$ cat src/rtl/mc14433_conv_ctrl.sv
// MC14433-style dual-slope conversion controller: AZ -> INT -> DEINT -> EOC
// sequencing, 3.5-digit BCD de-integrate counter, display latch and digit scan.
module mc14433_conv_ctrl #(
  parameter int unsigned T_AZ     = 4000,
  parameter int unsigned T_INT    = 2000,
  parameter int unsigned SCAN_DIV = 64
) (
  input  logic        CP0,
  input  logic        R_clock,
  input  logic        CMP,
  input  logic        POL_IN,
  input  logic        DU,
  output logic        AZ,
  output logic        INTEG,
  output logic        DEINT,
  output logic        REF_NEG,
  output logic        EOC,
  output logic [15:0] RESULT,
  output logic        POL,
  output logic        OVR,
  output logic [3:0]  DS,
  output logic [3:0]  Q
);

  typedef enum logic [1:0] {S_AZ, S_INT, S_DEINT, S_EOC} state_t;

  localparam logic [15:0] AZ_LAST   = 16'(T_AZ - 1);
  localparam logic [15:0] INT_LAST  = 16'(T_INT - 1);
  localparam logic [15:0] SCAN_LAST = 16'(SCAN_DIV - 1);
  localparam logic [15:0] BCD_FULL  = 16'h1999;

  state_t      state_q, state_d;
  logic [15:0] phase_q, phase_d;
  logic [15:0] bcd_q, bcd_d;
  logic [15:0] bcd_inc;
  logic        ovr_cond_q, ovr_cond_d;
  logic        pol_reg_q, pol_reg_d;
  logic [15:0] result_q, result_d;
  logic        pol_q, pol_d;
  logic        ovr_q, ovr_d;
  logic [15:0] scan_q, scan_d;
  logic [3:0]  ds_q, ds_d;
  logic        az_q, az_d;
  logic        integ_q, integ_d;
  logic        deint_q, deint_d;
  logic        eoc_q, eoc_d;
  logic [3:0]  q_sel;

  // Decimal increment of the de-integrate count, rippling carry digit by digit.
  always_comb begin
    bcd_inc = bcd_q;
    if (bcd_q[3:0] == 4'd9) begin
      bcd_inc[3:0] = 4'd0;
      if (bcd_q[7:4] == 4'd9) begin
        bcd_inc[7:4] = 4'd0;
        if (bcd_q[11:8] == 4'd9) begin
          bcd_inc[11:8]  = 4'd0;
          bcd_inc[15:12] = bcd_q[15:12] + 4'd1;
        end else begin
          bcd_inc[11:8] = bcd_q[11:8] + 4'd1;
        end
      end else begin
        bcd_inc[7:4] = bcd_q[7:4] + 4'd1;
      end
    end else begin
      bcd_inc[3:0] = bcd_q[3:0] + 4'd1;
    end
  end

  // Next-state logic for the conversion sequence, display latch and digit scan.
  always_comb begin
    state_d    = state_q;
    phase_d    = phase_q;
    bcd_d      = bcd_q;
    ovr_cond_d = ovr_cond_q;
    pol_reg_d  = pol_reg_q;
    result_d   = result_q;
    pol_d      = pol_q;
    ovr_d      = ovr_q;
    scan_d     = scan_q;
    ds_d       = ds_q;

    unique case (state_q)
      S_AZ: begin
        if (phase_q == AZ_LAST) begin
          state_d = S_INT;
          phase_d = '0;
        end else begin
          phase_d = phase_q + 16'd1;
        end
      end
      S_INT: begin
        if (phase_q == INT_LAST) begin
          pol_reg_d  = POL_IN;
          state_d    = S_DEINT;
          phase_d    = '0;
          bcd_d      = '0;
          ovr_cond_d = 1'b0;
        end else begin
          phase_d = phase_q + 16'd1;
        end
      end
      S_DEINT: begin
        // A zero crossing beats the full-scale stop when both land together.
        if (!CMP) begin
          state_d = S_EOC;
        end else begin
          bcd_d = bcd_inc;
          if (bcd_inc == BCD_FULL) begin
            ovr_cond_d = 1'b1;
            state_d    = S_EOC;
          end
        end
      end
      S_EOC: begin
        if (DU) begin
          result_d = bcd_q;
          pol_d    = pol_reg_q;
          ovr_d    = ovr_cond_q;
        end
        state_d = S_AZ;
        phase_d = '0;
      end
      default: state_d = S_AZ;
    endcase

    if (scan_q == SCAN_LAST) begin
      scan_d = '0;
      ds_d   = {ds_q[2:0], ds_q[3]};
    end else begin
      scan_d = scan_q + 16'd1;
    end

    az_d    = (state_d == S_AZ);
    integ_d = (state_d == S_INT);
    deint_d = (state_d == S_DEINT);
    eoc_d   = (state_d == S_EOC);
  end

  // State, counters and registered phase outputs; reset abandons any conversion.
  always_ff @(posedge CP0 or posedge R_clock) begin
    if (R_clock) begin
      state_q    <= S_AZ;
      phase_q    <= '0;
      bcd_q      <= '0;
      ovr_cond_q <= 1'b0;
      pol_reg_q  <= 1'b0;
      result_q   <= '0;
      pol_q      <= 1'b0;
      ovr_q      <= 1'b0;
      scan_q     <= '0;
      ds_q       <= 4'b0001;
      az_q       <= 1'b1;
      integ_q    <= 1'b0;
      deint_q    <= 1'b0;
      eoc_q      <= 1'b0;
    end else begin
      state_q    <= state_d;
      phase_q    <= phase_d;
      bcd_q      <= bcd_d;
      ovr_cond_q <= ovr_cond_d;
      pol_reg_q  <= pol_reg_d;
      result_q   <= result_d;
      pol_q      <= pol_d;
      ovr_q      <= ovr_d;
      scan_q     <= scan_d;
      ds_q       <= ds_d;
      az_q       <= az_d;
      integ_q    <= integ_d;
      deint_q    <= deint_d;
      eoc_q      <= eoc_d;
    end
  end

  // Digit multiplexer: DS[0] strobes the half-digit.
  always_comb begin
    q_sel = '0;
    unique case (ds_q)
      4'b0001: q_sel = result_q[15:12];
      4'b0010: q_sel = result_q[11:8];
      4'b0100: q_sel = result_q[7:4];
      4'b1000: q_sel = result_q[3:0];
      default: q_sel = '0;
    endcase
  end

  assign AZ      = az_q;
  assign INTEG   = integ_q;
  assign DEINT   = deint_q;
  assign EOC     = eoc_q;
  assign REF_NEG = pol_reg_q;
  assign RESULT  = result_q;
  assign POL     = pol_q;
  assign OVR     = ovr_q;
  assign DS      = ds_q;
  assign Q       = q_sel;

endmodule

$ cat config.mk
export PLATFORM = sky130hd
export DESIGN_NAME = mc14433_conv_ctrl
export DESIGN_NICKNAME = d
export VERILOG_FILES = /design/src/rtl/mc14433_conv_ctrl.sv
export SDC_FILE = /design/constraint.sdc
export NUM_CORES = 1
export LEC_CHECK = 0
export BUFFER_PORTS_ARGS = -buffer_cell sky130_fd_sc_hd__buf_2
export CAP_MARGIN = 20
export CORE_ASPECT_RATIO = 1.75
export CORE_UTILIZATION = 25
export CTS_CLUSTER_DIAMETER = 40
export DETAILED_ROUTE_END_ITERATION = 10
export RECOVER_POWER = 50
export SKIP_CTS_REPAIR_TIMING = 1
export SLEW_MARGIN = 5
export SYNTH_ARGS = -nofsm -noshare
export SYNTH_HDL_FRONTEND = slang
export SYNTH_SLANG_ARGS = --single-unit
$ cat constraint.sdc
create_clock -name CP0 -period 2.7 [get_ports CP0]
set_input_delay 0.27 -clock CP0 [delete_from_list [all_inputs] [get_ports CP0]]
set_output_delay 0.27 -clock CP0 [all_outputs]
set_load 0.1 [all_outputs]
## After elaboration in Yosys (flattened, before gate mapping)

Cells that the tools add are included.

| word-level totals | value |
|---|---|
| register bits after elaboration | 78 |
| bits of input ports | 5 |
| word-level logic and storage cells | 71 |

| operators by class | value |
|---|---|
| add/subtract/negate cells | 6 |
| equality and inequality tests | 20 |
| multiplexer cells | 23 |
| reductions and logical operators | 8 |

Operators with widths:

| cell | count |
|---|---|
| $mux 16 | 5 |
| $pmux 16 s3 | 1 |
| $add 16x1->16 const B | 2 |
| $pmux 16 s2 | 1 |
| $add 4x1->4 const B | 4 |
| $eq 16x11->1 const B | 1 |
| $eq 16x12->1 const B | 1 |
| $eq 16x13->1 const B | 1 |
| $eq 16x6->1 const B | 1 |
| $eq 4x4->1 const B | 4 |
| $mux 4 | 4 |
| $pmux 4 s4 | 1 |
| $mux 12 | 1 |
| $eq 2x2->1 const B | 4 |
| $mux 2 | 4 |
| $mux 8 | 1 |
| $pmux 2 s4 | 1 |
| $ne 2x2->1 const B | 3 |
| $eq 2x1->1 const B | 2 |
| $eq 4x1->1 const B | 1 |
| $eq 4x2->1 const B | 1 |
| $eq 4x3->1 const B | 1 |
| $logic_not 2->1 | 2 |
| $reduce_and 2->1 | 2 |
| other kinds (6) | 8 |

## Logic depth before layout (Yosys ltp)

Gate-level depths: netlist (run 1).

| depth | value |
|---|---|
| depth after elaboration | 9 |
| depth in mapped cells | 8 |
| mapped depth without buffers | 7 |

## Least setup slack after synthesis (run 1)

No wires, ideal clock.

| timing path | value |
|---|---|
| kind | reg-to-output |
| start point | register ds_q[1] (netlist: DS[1]) |
| end point | output Q[0] |
| arrival time | 3.099 ns |
| required time | 2.430 ns |
| slack | -0.669 ns |
| stages on the path, launching flop included | 6 |
| cell sequence | dfrtp_1 > nor2b_1 > a22oi_1 > nor2_1 > a21oi_1 > o22ai_1 |

| between the ends | value |
|---|---|
| word-level cells in the longest chain between the ends | 2 |

Ends and longest elaborated chain:

| item | RTL line | RTL |
|---|---|---|
| from (decl) | 42 | `logic [3:0] ds_q, ds_d;` |
| from (signal assigned) | 167 | `ds_q <= ds_d;` |
| $eq 4x4->1, or another cell as far along | 178 | `unique case (ds_q)` |
| $pmux 4 s4 * | 178 |  |
| to (decl) | 22 | `output logic [3:0] Q` |

Mark *: on every way between the ends. The rest lies on a longest branch, timed or not.

## Worst setup path in the final report (run 1)

| timing path | value |
|---|---|
| start point | register bcd_q[5] |
| end point | register state_q[0] |

| between the ends | value |
|---|---|
| word-level cells in the longest chain between the ends | 7 |

Ends and longest elaborated chain:

| item | RTL line | RTL |
|---|---|---|
| from (decl) | 34 | `logic [15:0] bcd_q, bcd_d;` |
| from (signal assigned) | 145 | `bcd_q <= '0;` |
| from (signal assigned) | 160 | `bcd_q <= bcd_d;` |
| $add 4x1->4 or $eq 4x4->1 (tied branches) | 63, 54 |  |
| $mux 4 or $mux 8 (tied branches) | 54 | `if (bcd_q[7:4] == 4'd9) begin` |
| $mux 12 * | 52 | `if (bcd_q[3:0] == 4'd9) begin` |
| $eq 16x13->1 * | 109 | `if (bcd_inc == BCD_FULL) begin` |
| $mux 2 * | 109 |  |
| $mux 2 * | 105 | `if (!CMP) begin` |
| $pmux 2 s4 * | 83 | `unique case (state_q)` |
| net state_d[0] | 32 | `state_t state_q, state_d;` |
| to (signal assigned) | 158 | `state_q <= state_d;` |
| to (decl) | 32 |  |

Mark *: on every way through the listed nets, which the timed path passes. The rest lies on a longest branch.
A chain may end at the register's enable or synchronous reset.

==> results of run 1 <==
## metal layers
metal / vias to the layer above / GRT usage / share of wire
met1: 1510 / 0.1278 / 0.40
met3: 17 / 0.02610 / 0.036
met5: - / 0 / 0
met4: 0 / 0.05321 / 0.023
met2: 73 / 0.2155 / 0.54
li1: 1442 / - / -
## sequential cells by signal (all words and copies together), names as in the netlist, 2 cells and up
name     count
RESULT      16
bcd_q       16
phase_q     16
scan_q      16
DS           4
state_q      2
## power groups by stage
stage | Combinational [mW] | Clock [mW] | Sequential (mW)
2_1_floorplan | 0.0187 | 0 | 1.19
3_3_place_gp | 0.0336 | 0 | 1.19
3_5_place_dp | 0.0347 | 0 | 1.19
4_1_cts | 0.0348 | 1.34 | 1.17
5_1_grt | 0.0348 | 1.39 | 1.17
6_report | 0.0289 | 1.31 | 1.17
## logic make-up after synthesis
group                      after synthesis  synth area share
and+or+nand+nor                        169            0.2283
DFF                                     78            0.5095
adders and majority gates                3          0.009786
xor gates and xnor gates                28           0.06393
buffers and inverters                   25           0.02837
muxes                                   19           0.05545
AOI/OAI and AO/OA                       66            0.1047
## worst min-delay path by stage
stage,from,to,slack (ps),cells after the start
3_3_place_gp,R_clock,INTEG,400,3
3_5_place_dp,R_clock,scan_q[14],410,3
4_1_cts,R_clock,POL,40,3
5_1_grt,CMP,EOC,150,2
2_1_floorplan,CMP,EOC,360,1
6_report,POL_IN,REF_NEG,140,3
## synth_stat cells (3+ instances only)
cell type | number | area [sq um]
sky130_fd_sc_hd__dfrtp_1 | 76 | 1902
sky130_fd_sc_hd__nor2_1 | 46 | 172.7
sky130_fd_sc_hd__nand2_1 | 44 | 165.2
sky130_fd_sc_hd__o21ai_0 | 27 | 135.1
sky130_fd_sc_hd__nand3_1 | 22 | 110.1
sky130_fd_sc_hd__mux2_2 | 18 | 202.7
sky130_fd_sc_hd__xor2_1 | 17 | 148.9
sky130_fd_sc_hd__a21oi_1 | 14 | 70.07
sky130_fd_sc_hd__xnor2_1 | 11 | 96.34
sky130_fd_sc_hd__clkbuf_1 | 10 | 37.54
sky130_fd_sc_hd__inv_1 | 9 | 33.78
sky130_fd_sc_hd__and3_1 | 8 | 50.05
sky130_fd_sc_hd__nor2b_1 | 7 | 43.79
sky130_fd_sc_hd__nor3_1 | 6 | 30.03
sky130_fd_sc_hd__nor4_1 | 6 | 37.54
sky130_fd_sc_hd__a22oi_1 | 5 | 37.54
sky130_fd_sc_hd__nand2b_1 | 4 | 25.02
sky130_fd_sc_hd__nand4_1 | 4 | 25.02
sky130_fd_sc_hd__o22ai_1 | 4 | 25.02
sky130_fd_sc_hd__buf_2 | 3 | 15.01
sky130_fd_sc_hd__ha_1 | 3 | 37.54
sky130_fd_sc_hd__nor3b_1 | 3 | 22.52
sky130_fd_sc_hd__o31ai_1 | 3 | 22.52
## final cells by class
class                      count  area (sq um)
timing repair buffer          42         214.0
clock buffer                  11         242.7
sequential                    78          1954
fill                        1529         10330
clock inverter                 5         81.33
inverter                       9         33.78
multi-input combinational    285          1828
tap                          183         229.0
## placed cells by master (no fill, tap or decap), drive strengths merged, types with 4 or more instances in the layout
cell / n
clkbuf: 19
o21ai: 28
nor2b: 7
xnor2: 11
nor3: 6
dfrtp: 76
nor2: 46
inv: 10
buf: 34
nand2b: 4
and3: 8
nand2: 44
o22ai: 4
a22oi: 5
nor4: 9
mux2: 18
nand3: 22
a21oi: 14
nand4: 4
xor2: 17
## per-stage QoR
| step | hold WS (ps) | area [sq um] | total power [mW] | worst slack (ps) | utilization |
|---|---|---|---|---|---|
| after global routing | 145.5 | 4583 | 2.596 | 207.7 | 0.3074 |
| after CTS | 39.43 | 4609 | 2.548 | 350.8 | 0.3091 |
| final | 135.6 | 4583 | 2.513 | 350.8 | 0.3074 |
| after global placement | 399.7 | 4285 | 1.225 | 397.3 | 0.2874 |
| after detailed placement | 406.3 | 4285 | 1.227 | 357.5 | 0.2874 |
| after floorplan | 356.6 | 3891 | 1.211 | 218.0 | - |
## worst register-to-register path, stage by stage, from the launching register on
cell and delay (ps):
sky130_fd_sc_hd__dfrtp_1 460, sky130_fd_sc_hd__or3b_2 550, sky130_fd_sc_hd__nor4_2 240, sky130_fd_sc_hd__mux2i_1 270
sky130_fd_sc_hd__o211ai_1 140, sky130_fd_sc_hd__or4_4 460, sky130_fd_sc_hd__o221ai_2 170
==> metrics.md, run 1 <==
| Metric | Value |
|---|---|
| Routed via count | 3042 |
| Critical path class | reg -> reg |
| Num rows | a little under 60 |
| Combinational group share of total power | 0.012 |
| Final critical path time including I/O delays and setup | 2349 ps |
| Launch point of the worst reg-to-reg path | bcd_q[5] |
| Part of the total power dissipated in sequential elements | 0.466 |
| Maximum VDD drop | 0.0003263 V |
| Register-to-Register Path Depth | 6 |
| Worst Path Max Fanout | 9 |
| Number of nets in the final layout | 433 |
| CP startpoint kind | flop |
| Failing checks | capacitance limit, slew limit |
| Fmax | 425.7 MHz |
| Number of antenna violations at the first check in global routing | 0 |
| Instance count on the critical path | 6 |
| Internal Power | 2.010 mW |
| Sequential-to-total area share from yosys stat | 0.5095 |
| CORE AREA | 14910 sq um |
| Critical path data arrival time | 2610 ps |
| GRT Util Overall | 0.1191 |
| Antenna diode count | 0 |
| Power density cells | 548.3 nW/um^2 |
| P_leak | approximately 2.1 nW |
| Cell count after placement | 597 |
| Clock slew seen by the registers of the worst setup and hold paths | 60 ps |
| Proportion of layout cells with a drive suffix above 1 | 0.1884 |
| Antenna-violating nets left | 0 |
| Final Wtd Congestion | 0.8211 |
| Final number of hold-violating endpoints | 0 |
| Initial DRC Count | roughly 150 |
| Final Skew | between 7 and 8 ps |
| Die footprint | roughly 16000 sq um |
| Final Max Slew Viols | 79 |
| Worst EP required | between 2000 and 3000 ps |
| Master of the slowest instance on the critical path | sky130_fd_sc_hd__or3b_2 |
| Switching share of power | 0.2002 |
| Clock network fraction of design power | 0.523 |
| Number of detailed-routing iterations run before antenna repair | 5 |
| TritonCTS clock tree | yes |
| Synthesized area per cell | 9.887 sq um |
| Final worst path period share | 0.8701 |
| Finish-stage setup viols | 0 |
| Crit path from | bcd_q[5] |
| Net Count, Synth | 396 |
| HPWL after detailed placement | 6516 microns |
| Minimum setup slack among reg-to-reg paths | 350 ps |
| Gate family responsible for the most delay along the worst path | simple AND/OR/NAND/NOR gates |
| Post-synth design cell area | 3836 sq um |
| Setup TNS Final | 0 ps |
| Worst hold path class | in -> reg |
| Number of flops mapped to enable cells by yosys | 0 |
| Overflow left after global routing | 0 |
| Critical register-to-register path endpoint | state_q[0] |
| Number of global-route vias before repair | 3035 |
| Clock root cell | sky130_fd_sc_hd__clkbuf_16 |
| Routed wire length per instance | 14.58 microns |
| Critical path capture point type | flop |
| Result of the run | finished, violations left |
| Setup repair after global routing missed its margin | no |
| Longest individual stage delay on the worst path | 550 ps |
| Starting density of the core | 0.2573 |
| Post-synthesis sequential element count | between 70 and 80 |
| Net switching power figure | 503.1 uW |
| Average vias per placed instance | 4.962 |
| Synthesized netlist cell count | ~390 |
| Tightest Pin Transition | between 1500 and 2000 ps |
| Maximum clock insertion buffer count | 2 |
| First-pass GRT wire length | 14700 microns |
| Sink count of the clock tree | 78 |
| Total number of H-tree levels | 3 |
| Max-Cap Viols | 1 |
| Layout overhead on the synthesized area | 19.47% |
| Capturing instance or port of the critical path | state_q[0] |
| Critical path buffer and inverter count | 0 |
| Final instance count without filler cells | 613 |
| Asr flop ratio synth | 1.000 |
| Floorplan die height | about 170 microns |
| Syn. warnings | 0 |
| Most common flop cell mapped by yosys | sky130_fd_sc_hd__dfrtp_1 |
| Clk Latency, worst-skew pair | between 300 and 400 ps |
| Cell variety after synth | 51 |
| Count of input and output buffers | 35 |
| Critical Path, Cell by Cell | or3b_2 > nor4_2 > mux2i_1 > o211ai_1 > or4_4 > o221ai_2 |
| X dimension of the die | 95.64 microns |
| Max-Slew Margin vs Limit | -0.2835 |
| Remaining routing DRC violations | 0 |
| Total length of routed wires | 8938 microns |
| Pin count of the biggest net entering global routing | 79 |
| CTS Buf Count | 9 |
| Boundary pin count | 36 |
Note: power is estimated with default switching activity, not from simulation.
==> inputs of run 2 (changes only) <==
==> constraint.sdc (replaced) <==
create_clock -name CP0 -period 2.7 [get_ports CP0]
set_input_delay 0.675 -clock CP0 [delete_from_list [all_inputs] [get_ports CP0]]
set_output_delay 0.675 -clock CP0 [all_outputs]
set_load 0.1 [all_outputs]
==> metrics.md, run 2 (synthesis gave the netlist of run 1 again) <==
| Metric | Value |
|---|---|
| Initial DRC Count | 109 |
| Layout overhead on the synthesized area | 19.70% |
| Num rows | 59 |
| Critical register-to-register path endpoint | state_q[0] |
| Maximum VDD drop | between 0.0003 and 0.0004 V |
| Most frequent cells in the layout | sky130_fd_sc_hd__dfrtp_1, sky130_fd_sc_hd__nor2_1, sky130_fd_sc_hd__nand2_1 |
| Worst Path Max Fanout | 9 |
| Worst hold path class | reg -> reg |
| Cell count after placement | 598 |
| Starting density of the core | 0.2573 |
| Average vias per placed instance | 4.818 |
| Final Skew | a little under 9 ps |
| Sink of the worst hold path | scan_q[15] |
| Number of detailed-routing iterations run before antenna repair | 4 |
| Critical path class | reg -> out |
| Total length of routed wires | just over 9000 microns |
| Area after DPL | 4300 sq um |
| Max-Cap Viols | 0 |
| GRT Util Overall | 0.1213 |
| Antenna-violating nets left | 0 |
| Count of input and output buffers | 35 |
| P_leak | 2.083 nW |
| Number of antenna violations at the first check in global routing | 0 |
| First-pass GRT wire length | approximately 15000 microns |
| Register-to-Register Path Depth | 6 |
| Sink count of the clock tree | 78 |
| X dimension of the die | roughly 96 microns |
| Routed via count | 2963 |
| Final instance count without filler cells | 615 |
| Leading cell type in the layout, fill and taps excluded | sky130_fd_sc_hd__dfrtp_1 |
| Maximum clock insertion buffer count | 2 |
| CORE AREA | 14910 sq um |
| Clock slew seen by the registers of the worst setup and hold paths | 60 ps |
| Clk Latency, worst-skew pair | about 340 ps |
| Clock root cell | sky130_fd_sc_hd__clkbuf_16 |
| Result of the run | finished, final reports clean |
| Worst EP required | roughly 2000 ps |
| Routed wire length per instance | 14.86 microns |
| Final critical path time including I/O delays and setup | 2605 ps |
| Max-Slew Margin vs Limit | 0.2532 |
| Final Max Slew Viols | 0 |
| Critical path data arrival time | 1930 ps |
| CTS Buf Count | 9 |
| Crit path from | DS[2] |
| Overflow left after global routing | 0 |
| Number of global-route vias before repair | 2977 |
| Final Wtd Congestion | 0.8584 |
| Fill cell total of the finished layout | 1538 |
| Total number of H-tree levels | 3 |
| Die footprint | about 16000 sq um |
| Launch instance of the worst min-delay path | scan_q[15] |
| Pin count of the biggest net entering global routing | 32 |
| TritonCTS clock tree | yes |
| CP startpoint kind | flop |
| Number of cells on the worst hold path | 1 |
| Proportion of layout cells with a drive suffix above 1 | 0.2181 |
| Boundary pin count | 36 |
| Fmax | about 380 MHz |
| Power density cells | 522.6 nW/um^2 |
| Setup repair after global routing missed its margin | no |
| Floorplan die height | between 150 and 200 microns |
| Final worst path period share | 0.9648 |
| Minimum setup slack among reg-to-reg paths | 350 ps |
| Critical path capture point type | output port |
| Final number of hold-violating endpoints | 0 |
| HPWL after detailed placement | 6877 microns |
| Tightest Pin Transition | 1120 ps |
| Remaining routing DRC violations | 0 |
| Number of nets in the final layout | 434 |
| Launch point of the worst reg-to-reg path | bcd_q[7] |
| Finish-stage setup viols | 0 |
| Final Instance Area | 4592 sq um |
run 2: changes by cell type in the layout (fill, tap and decap cells not counted), sizes merged, moves of 2 or more:
cell	delta
buf	+2
clkbuf	-3
clkinv	+2
clkinvlp	+2
run 2: cell type report:
cell class / count / area [sq um] / area share
timing repair buffer: 43 / 236.5 / 0.05150
inverter: 9 / 35.03 / 0.007629
tap: 183 / 229.0 / 0.04986
antenna: 1 / 2.502 / 0.0005450
multi-input combinational: 285 / 1833 / 0.3992
sequential: 78 / 1958 / 0.4264
clock inverter: 7 / 72.57 / 0.01580
clock buffer: 9 / 225.2 / 0.04905
run 2: per-stage QoR:
stage / power, mW / setup TNS, ps / hold slack [ps] / utilization / setup slack, ps
after floorplan: 1.211 / 0 / 446.1 / - / 70.34
after global placement: 1.227 / 0 / 457.5 / 0.2884 / 372.3
after detailed placement: 1.228 / 0 / 463.2 / 0.2884 / 332.9
after CTS: 2.442 / -110.0 / 391.6 / 0.3084 / -39.55
after global routing: 2.489 / 0 / 503.4 / 0.3078 / 19.92
final: 2.400 / 0 / 481.0 / 0.3079 / 94.92
run 2: how the worst max path moves through the flow:
stage | slack [ps] | endpoint | cells after the start
detailed placement | 330 | Q[0] | 3
global route | 20 | Q[0] | 3
CTS | -40 | Q[3] | 4
floorplan | 70 | Q[3] | 3
global placement | 370 | Q[0] | 3
finish | 90 | Q[1] | 3
run 2: routing by layer:
layer,GRT usage,vias to the layer above,routed length (microns)
met5,0,-,0
met4,0.05127,0,228
met1,0.1255,1439,3454
li1,-,1446,-
met2,0.2267,63,5138
met3,0.02518,15,316
run 2: critical path, cell delays in order, from the launching register on:
cell and delay (ps):
sky130_fd_sc_hd__dfrtp_2 450, sky130_fd_sc_hd__or3_1 570, sky130_fd_sc_hd__o22ai_4 230, sky130_fd_sc_hd__clkbuf_4 350
run 2: power by group:
group	switching (mW)	leakage, nW	internal, mW
logic	0.0260	0.915	0.00406
clock network	0.482	0.142	0.716
registers	0.000925	1.03	1.17
==> inputs of run 3 (changes only) <==
--- a/config.mk
+++ b/config.mk
@@ -12,6 +12,8 @@
 export CTS_CLUSTER_DIAMETER = 40
 export DETAILED_ROUTE_END_ITERATION = 10
 export RECOVER_POWER = 50
+export REMOVE_ABC_BUFFERS = 1
+export SETUP_SLACK_MARGIN = 0.4
 export SKIP_CTS_REPAIR_TIMING = 1
 export SLEW_MARGIN = 5
 export SYNTH_ARGS = -nofsm -noshare
==> metrics.md, run 3 (synthesis gave the netlist of run 1 again) <==
| Metric | Value |
|---|---|
| Result of the run | finished, final reports clean |
| Worst slack at placement | roughly 360 ps |
| Minimum setup slack among reg-to-reg paths | 480 ps |
| Critical Path, Cell by Cell | nor2b_4 > a22oi_1 > nor2_1 > a21oi_1 > o22ai_1 > buf_6 |
| Maximum clock insertion buffer count | 2 |
| Most frequent cells in the layout | sky130_fd_sc_hd__dfrtp_1, sky130_fd_sc_hd__nor2_1, sky130_fd_sc_hd__nand2_1 |
| Crit path setup slack, layout | 329.8 ps |
| Clk Latency, worst-skew pair | 330 ps |
| X dimension of the die | approximately 96 microns |
| Final Wtd Congestion | between 0.8 and 0.9 |
| Number of detailed-routing iterations run before antenna repair | 5 |
| Num rows | 59 |
| Critical path buffer and inverter count | 1 |
| Antenna-violating nets left | 0 |
| Master of the slowest instance on the critical path | sky130_fd_sc_hd__dfrtp_2 |
| Clock root cell | sky130_fd_sc_hd__clkbuf_16 |
| P_leak | 2.120 nW |
| CORE AREA | between 10000 and 15000 sq um |
| Finish-stage setup viols | 0 |
| TritonCTS clock tree | yes |
| Launch point of the worst reg-to-reg path | bcd_q[1] |
| Critical path data arrival time | roughly 1700 ps |
| Max-Cap Viols | 0 |
| Count of input and output buffers | 35 |
| Number of nets in the final layout | 436 |
| Worst EP required | between 2000 and 2500 ps |
| Final number of hold-violating endpoints | 0 |
| Number of global-route vias before repair | 2909 |
| Overflow left after global routing | 0 |
| Fmax | around 420 MHz |
| Finished Core Util | 0.3130 |
| CTS Buf Count | 9 |
| Die footprint | between 15000 and 20000 sq um |
| Pin count of the biggest net entering global routing | 30 |
| Critical path capture point type | output port |
| Sink count of the clock tree | 78 |
| Total number of H-tree levels | 3 |
| GRT Util Overall | 0.1179 |
| Longest individual stage delay on the worst path | 450 ps |
| Critical register-to-register path endpoint | state_q[0] |
| CP startpoint kind | flop |
| HPWL after detailed placement | 6623 microns |
| Sink of the worst hold path | scan_q[15] |
| Power density cells | 513.2 nW/um^2 |
| First-pass GRT wire length | 14260 microns |
| Routed via count | approximately 3000 |
| Initial DRC Count | 110 |
| Starting density of the core | 0.2573 |
| Setup TNS Final | 0 ps |
| Routed wire length per instance | roughly 15 microns |
| Proportion of layout cells with a drive suffix above 1 | 0.2517 |
| Antenna diode count | 0 |
| Final Instance Area | 4667 sq um |
| Gate family responsible for the most delay along the worst path | flip-flops |
| Number of cells on the worst hold path | 1 |
| Number of antenna violations at the first check in global routing | 0 |
| Critical path class | reg -> out |
| Setup repair after global routing missed its margin | yes |
| Worst hold path class | reg -> reg |
| Final Max Slew Viols | 0 |
| Total length of routed wires | around 9000 microns |
| Tightest Pin Transition | between 1000 and 1500 ps |
| Register-to-Register Path Depth | 6 |
| Final worst path period share | 0.8778 |
| Crit path from | DS[1] |
| Worst Path Max Fanout | 7 |
| Clock slew seen by the registers of the worst setup and hold paths | around 50 ps |
| Boundary pin count | 36 |
| Launch instance of the worst min-delay path | scan_q[15] |
| Maximum VDD drop | ~0.0003 V |
| Leading cell type in the layout, fill and taps excluded | sky130_fd_sc_hd__dfrtp_1 |
| Final Skew | roughly 3.4 ps |
| Remaining routing DRC violations | 0 |
| Floorplan die height | 165.9 microns |
| Final critical path time including I/O delays and setup | 2370 ps |
| Max-Slew Margin vs Limit | 0.2481 |
| Layout overhead on the synthesized area | 21.66% |
| Average vias per placed instance | 4.903 |
| Area after DPL | 4230 sq um |
[run 3: cell count changes in the layout (fill, tap and decap cells not counted), sizes merged]
cell,previous run,this run
clkinvlp,3,0
buf,36,42
clkbuf,16,15
diode,1,0
[run 3: how the worst max path moves through the flow]
| stage | slack (ps) | endpoint | cells past startpoint |
|---|---|---|---|
| after floorplan | -1070 | Q[0] | 5 |
| after global placement | 390 | ovr_cond_q | 6 |
| after detailed placement | 360 | ovr_cond_q | 6 |
| after CTS | 30 | Q[2] | 6 |
| after global routing | 230 | Q[3] | 6 |
| final | 330 | Q[3] | 6 |
[run 3: power breakdown]
| group | switching [mW] | internal, mW | leakage, nW |
|---|---|---|---|
| registers | 0.000816 | 1.17 | 1.02 |
| logic | 0.0264 | 0.00395 | 0.952 |
| clock network | 0.433 | 0.761 | 0.152 |
[run 3: per-layer routing]
metal | track usage | vias to the layer above | share of wire
met4 | 0.05581 | 0 | 0.024
met2 | 0.2112 | 68 | 0.56
met1 | 0.1246 | 1480 | 0.38
met5 | 0 | - | 0
li1 | - | 1456 | -
met3 | 0.02976 | 16 | 0.031
[run 3: final cells by class]
type / count / area, sq um
Multi-Input combinational cell: 285 / 1871
Clock inverter: 4 / 45.04
Sequential cell: 78 / 1966
Timing Repair Buffer: 45 / 266.5
Clock buffer: 12 / 256.5
Tap cell: 183 / 229.0
Inverter: 9 / 33.78
Fill cell: 1541 / 10240
[run 3: metrics by stage]
stage | hold slack (ps) | instances | power (mW)
floorplan | 446.1 | 372 | 1.211
global placement | 465.2 | 597 | 1.226
detailed placement | 463.0 | 597 | 1.227
CTS | 405.8 | 613 | 2.447
global route | 491.7 | 616 | 2.490
finish | 471.0 | 616 | 2.395
[run 3: worst register-to-register path, cell delays in order (launching register included)]
cell and delay [ps]:
sky130_fd_sc_hd__dfrtp_2 430, sky130_fd_sc_hd__and4bb_4 390, sky130_fd_sc_hd__nand4_1 190, sky130_fd_sc_hd__nor4_2 340
sky130_fd_sc_hd__o211ai_1 140, sky130_fd_sc_hd__or4_4 460, sky130_fd_sc_hd__o221ai_2 180
